[src/rtl/adapter_test_wrapper.sv]
// SiTCP RBCP byte-wide register bridge to one 32-bit output GPIO word and one
// synchronized 32-bit input GPIO word, both big-endian within the word.
module adapter_test_wrapper #(
  parameter logic [31:0] WR_BASE = 32'd0,
  parameter logic [31:0] RD_BASE = 32'd8
) (
  input  logic        clk,
  input  logic        rst,
  input  logic        aux_reset_in,
  input  logic        rbcp_act,
  input  logic [31:0] rbcp_addr,
  input  logic        rbcp_we,
  input  logic [7:0]  rbcp_wd,
  input  logic        rbcp_re,
  output logic [7:0]  rbcp_rd,
  output logic        rbcp_ack,
  output logic [31:0] GPIO_0_tri_o,
  input  logic [31:0] GPIO_1_tri_i
);

  logic        int_rst;
  logic        accept;
  logic        do_write;
  logic        do_read;
  logic [31:0] wr_offset;
  logic [31:0] rd_offset;
  logic        wr_hit;
  logic        rd_hit;
  logic [1:0]  wr_sel;
  logic [1:0]  rd_sel;

  logic [31:0] gpio_out_q, gpio_out_d;
  logic [31:0] sync1_q, sync1_d;
  logic [31:0] sync2_q, sync2_d;
  logic        ack_q, ack_d;
  logic [7:0]  rd_q, rd_d;

  assign int_rst = rst | ~aux_reset_in;

  // Offsets wrap modulo 2^32, so "offset < 4" matches exactly four addresses
  // of the full 32-bit space and never aliases.
  assign wr_offset = rbcp_addr - WR_BASE;
  assign rd_offset = rbcp_addr - RD_BASE;
  assign wr_hit    = (wr_offset < 32'd4);
  assign rd_hit    = (rd_offset < 32'd4);
  assign wr_sel    = wr_offset[1:0];
  assign rd_sel    = rd_offset[1:0];

  assign accept   = rbcp_act & (rbcp_we | rbcp_re);
  assign do_write = accept & rbcp_we;
  assign do_read  = accept & rbcp_re & ~rbcp_we;

  function automatic logic [7:0] pick_byte(input logic [31:0] word, input logic [1:0] sel);
    logic [7:0] b;
    b = 8'h00;
    case (sel)
      2'd0: b = word[31:24];
      2'd1: b = word[23:16];
      2'd2: b = word[15:8];
      2'd3: b = word[7:0];
      default: b = 8'h00;
    endcase
    return b;
  endfunction

  always_comb begin
    sync1_d    = GPIO_1_tri_i;
    sync2_d    = sync1_q;
    gpio_out_d = gpio_out_q;
    ack_d      = accept;
    rd_d       = 8'h00;

    if (do_write && wr_hit) begin
      case (wr_sel)
        2'd0: gpio_out_d[31:24] = rbcp_wd;
        2'd1: gpio_out_d[23:16] = rbcp_wd;
        2'd2: gpio_out_d[15:8]  = rbcp_wd;
        2'd3: gpio_out_d[7:0]   = rbcp_wd;
        default: gpio_out_d = gpio_out_q;
      endcase
    end

    if (do_read) begin
      if (wr_hit)
        rd_d = pick_byte(gpio_out_q, wr_sel);
      else if (rd_hit)
        rd_d = pick_byte(sync2_q, rd_sel);
    end
  end

  always_ff @(posedge clk) begin
    if (int_rst) begin
      gpio_out_q <= 32'h0;
      sync1_q    <= 32'h0;
      sync2_q    <= 32'h0;
      ack_q      <= 1'b0;
      rd_q       <= 8'h00;
    end else begin
      gpio_out_q <= gpio_out_d;
      sync1_q    <= sync1_d;
      sync2_q    <= sync2_d;
      ack_q      <= ack_d;
      rd_q       <= rd_d;
    end
  end

  assign GPIO_0_tri_o = gpio_out_q;
  assign rbcp_ack     = ack_q;
  assign rbcp_rd      = rd_q;

endmodule

[config.mk]
export PLATFORM = sky130hd
export DESIGN_NAME = adapter_test_wrapper
export DESIGN_NICKNAME = d
export VERILOG_FILES = /design/src/rtl/adapter_test_wrapper.sv
export SDC_FILE = /design/constraint.sdc
export NUM_CORES = 1
export LEC_CHECK = 0
export CORE_ASPECT_RATIO = 0.6
export CORE_UTILIZATION = 35
export DETAILED_ROUTE_END_ITERATION = 10
export GPL_ROUTABILITY_DRIVEN = 0
export MAX_ROUTING_LAYER = met4
export PLACE_DENSITY_LB_ADDON = 0.15
export SETUP_SLACK_MARGIN = 0.3
export SYNTH_ARGS = -nofsm -noshare
export SYNTH_HDL_FRONTEND = slang
export SYNTH_SLANG_ARGS = --single-unit
[constraint.sdc]
create_clock -name clk -period 3 [get_ports clk]
set_input_delay 0.45 -clock clk [delete_from_list [all_inputs] [get_ports clk]]
set_output_delay 0.45 -clock clk [all_outputs]
set_load 0.02 [all_outputs]
==> results.sh <==
export IMPL_crit_path_max_fanout=8
export IMPL_row_count=30
export IMPL_hpwl_um=7586
export IMPL_reg2reg_from="GPIO_0_tri_o[17]$_SDFFE_PP0P_"
export IMPL_synthFlopType="dfxtp_1"
export IMPL_ys_warn_count=0
export IMPL_yosysMostFrequentCell="dfxtp_1"
export IMPL_numPortBuffers=118
export IMPL_cts_clk_slew_worst_paths_ps=70
export IMPL_cpPeakStageDelay_ps=550
export IMPL_hold_path_class="register to register"
export IMPL_wl_met1_um=5418
export IMPL_p_per_area_nw_per_um2=482.4
export IMPL_ys_seq_area_frac=0.5094
export IMPL_cts_buffers=9
export IMPL_fmax_ghz=0.3861
export IMPL_firstDrtPassIters=4
export IMPL_diodes=0
export IMPL_reg2reg_to="rbcp_rd[1]$_SDFF_PP0_"
export IMPL_hold_buffers=0
export IMPL_crit_slowest_cell="or4_4"
export IMPL_setup_viol=0
export IMPL_max_cap_violations=0
export IMPL_fillers=1019
export IMPL_antenna_found_initial=0
export IMPL_cp_required_ps=3240
export IMPL_yosysTopAreaCell="dfxtp_1"
export IMPL_maxSlewViolCount=0
export IMPL_cp_end_kind="register"
export IMPL_syn_nets=448
export IMPL_synthTopCellsByCount="dfxtp_1 (105), and2_1 (67), nor2_1 (44)"
export IMPL_htreeDepth=3
export IMPL_worstMarginPinSlew_ps=635.5
export IMPL_rrSetupSlack_ps=1770
export IMPL_die_x_um=142.2
export IMPL_syn_area_um2=4126
export IMPL_ioPinCount=119
export IMPL_wire_per_inst_um=15.53
export IMPL_synthTopCellsByArea="dfxtp_1 (51%), and2_1 (10%), mux2i_1 (7.8%)"
export IMPL_initial_utilization=0.3628
export IMPL_skew_ps=6.879
export IMPL_grt_overflow=0
export IMPL_dp_slack_ps=-21.83
export IMPL_routed_wl_um=10310
export IMPL_synthToLayoutAreaGrowth_pct=43.69
export IMPL_path_buf_inv=2
export IMPL_whs_path_depth=1
export IMPL_synth_cells=369
export IMPL_async_flop_share=0
export IMPL_worst_setup_path_start_kind="input pin"
export IMPL_coreArea_um2=11370
export IMPL_rsz0062_at_grt="false"
export IMPL_drive_gt1_frac=0.1091
export IMPL_vdd_drop_max_v=0.0002869
export IMPL_synth_top_area_frac=0.5094
export IMPL_ys_ff_latch=105
export IMPL_cts_setup_buffers=0
export IMPL_layout_setup_ws_ps=410.0
export IMPL_cts_root_buf="clkbuf_16"
export IMPL_dr_wl_met2_um=4111
export IMPL_vias=3144
export IMPL_cts_tree="done"
export IMPL_vias_per_cell=4.735
export IMPL_period_share=0.8633
export IMPL_hold_end="sync2_q[28]$_SDFF_PP0_"
export IMPL_regArea_um2=2102
export IMPL_ant_nets=0
export IMPL_max_slew_margin=0.5750
export IMPL_hold_viol_final=0
export IMPL_synth_cell_types=50
export IMPL_finalCriticalPeriod_ps=2590
export IMPL_multi_input_area_um2=1928
export IMPL_cts_buffer_depth=2
export IMPL_synth_edf_count=0
export IMPL_r2r_worst_path_cells=3
export IMPL_status="complete, no violations"
export IMPL_min_from="sync1_q[28]$_SDFF_PP0_"
export IMPL_dieArea_um2=12240
export IMPL_grt_usage=0.1821
export IMPL_highest_layer="met4"
export IMPL_p_leak_nw=2.436
export IMPL_drt_iter0_drc=115
export IMPL_die_y_um=86.11
export IMPL_numClockSinks=105
export IMPL_post_route_drc_count=0
export IMPL_dr_wl_met3_um=748
export IMPL_cp_arrival_ps=2830
export IMPL_synth_area_per_cell_um2=11.18
export IMPL_insertion_delay_ps=340
export IMPL_crit_type="input pin to register"
export IMPL_finalSetupTns_ps=0
export IMPL_nets=578
export IMPL_path_delay_family="simple AND/OR/NAND/NOR gates"
export IMPL_grt_max_degree=65
export IMPL_path_cells="clkdlybuf4s50_1 -> or4_4 -> buf_4 -> or3_2 -> xor2_1 -> o221ai_2 -> o32ai_1"
export IMPL_cp_depth=7
export IMPL_grt_pass1_wl_um=16330
export IMPL_holdWs_ps=423.5
export IMPL_grt_pass1_vias=3047
worst reg2reg max path: stages (launching register included):
cell and delay [ps]:
dfxtp_1 350, mux4_1 580, inv_1 90, o32ai_1 80
worst max-delay path by stage:
stage | from | to | slack, ps
global route | rbcp_addr[3] | rbcp_rd[4]$_SDFF_PP0_ | 300
floorplan | rbcp_addr[4] | GPIO_0_tri_o[16]$_SDFFE_PP0P_ | 500
finish | rbcp_addr[4] | rbcp_rd[4]$_SDFF_PP0_ | 410
global placement | rbcp_addr[3] | rbcp_rd[4]$_SDFF_PP0_ | -40
CTS | rbcp_addr[3] | rbcp_rd[4]$_SDFF_PP0_ | 320
detailed placement | rbcp_addr[3] | rbcp_rd[4]$_SDFF_PP0_ | -20
registers in the layout (all words and copies together) (netlist names):
name          flops
GPIO_0_tri_o     32
rbcp_ack          1
rbcp_rd           8
sync1_q          32
sync2_q          32
cells by family (layout without fill, tap and decap cells):
kind of cell               Yosys count  in the layout  synth area share
xor gates and xnor gates             4              4          0.008492
buffers and inverters               29            164           0.03153
adders and majority gates            1              1          0.003032
and+or+nand+nor                    157            157            0.2201
DFF                                105            105            0.5094
AOI/OAI and AO/OA                   24             24           0.04731
muxes                               49             49            0.1801
repair_timing:
| item | 4_1_cts | 5_1_grt |
|---|---|---|
| hold endpoints to repair | 0 | 0 |
| resized for setup | 0 | 8 |
| setup endpoints to repair | 0 | 33 |
power by group:
part           internal (mW)  leakage, nW  switching [mW]
logic                  0.139         1.43          0.0899
registers               1.42        0.852         0.00584
clock network          0.682        0.151           0.526
layout make-up:
class	instances	area share
flip-flops and latches	105	0.3545
multi-input cells	235	0.3252
repair buffers	137	0.2266
clock buffers	10	0.04030
well taps	160	0.03376
clock inverters	6	0.01266
inverters	11	0.006963
through the flow:
step	util	power, mW	std cells	instance area [um^2]
floorplan	-	1.535	369	4126
global placement	0.4908	1.681	648	5582
detailed placement	0.4908	1.683	648	5582
CTS	0.5184	2.891	664	5896
global route	0.5213	2.982	664	5929
finish	0.5213	2.860	664	5929
layout by cell type (no fill, tap or decap), drive strengths merged, types with 8 or more instances in the layout:
master and n:
and2 67, buf 19, clkbuf 10, clkdlybuf4s50 118
dfxtp 105, inv 13, mux2i 32, mux4 16
nand3 12, nor2 44, o32ai 8
per-layer routing:
metal / GRT usage / up-vias
li1: - / 1558
met1: 0.2655 / 1477
met2: 0.2442 / 104
met3: 0.06142 / 5
met4: 0.02346 / 0
met5: - / -
Note: power is estimated with default switching activity, not from simulation.
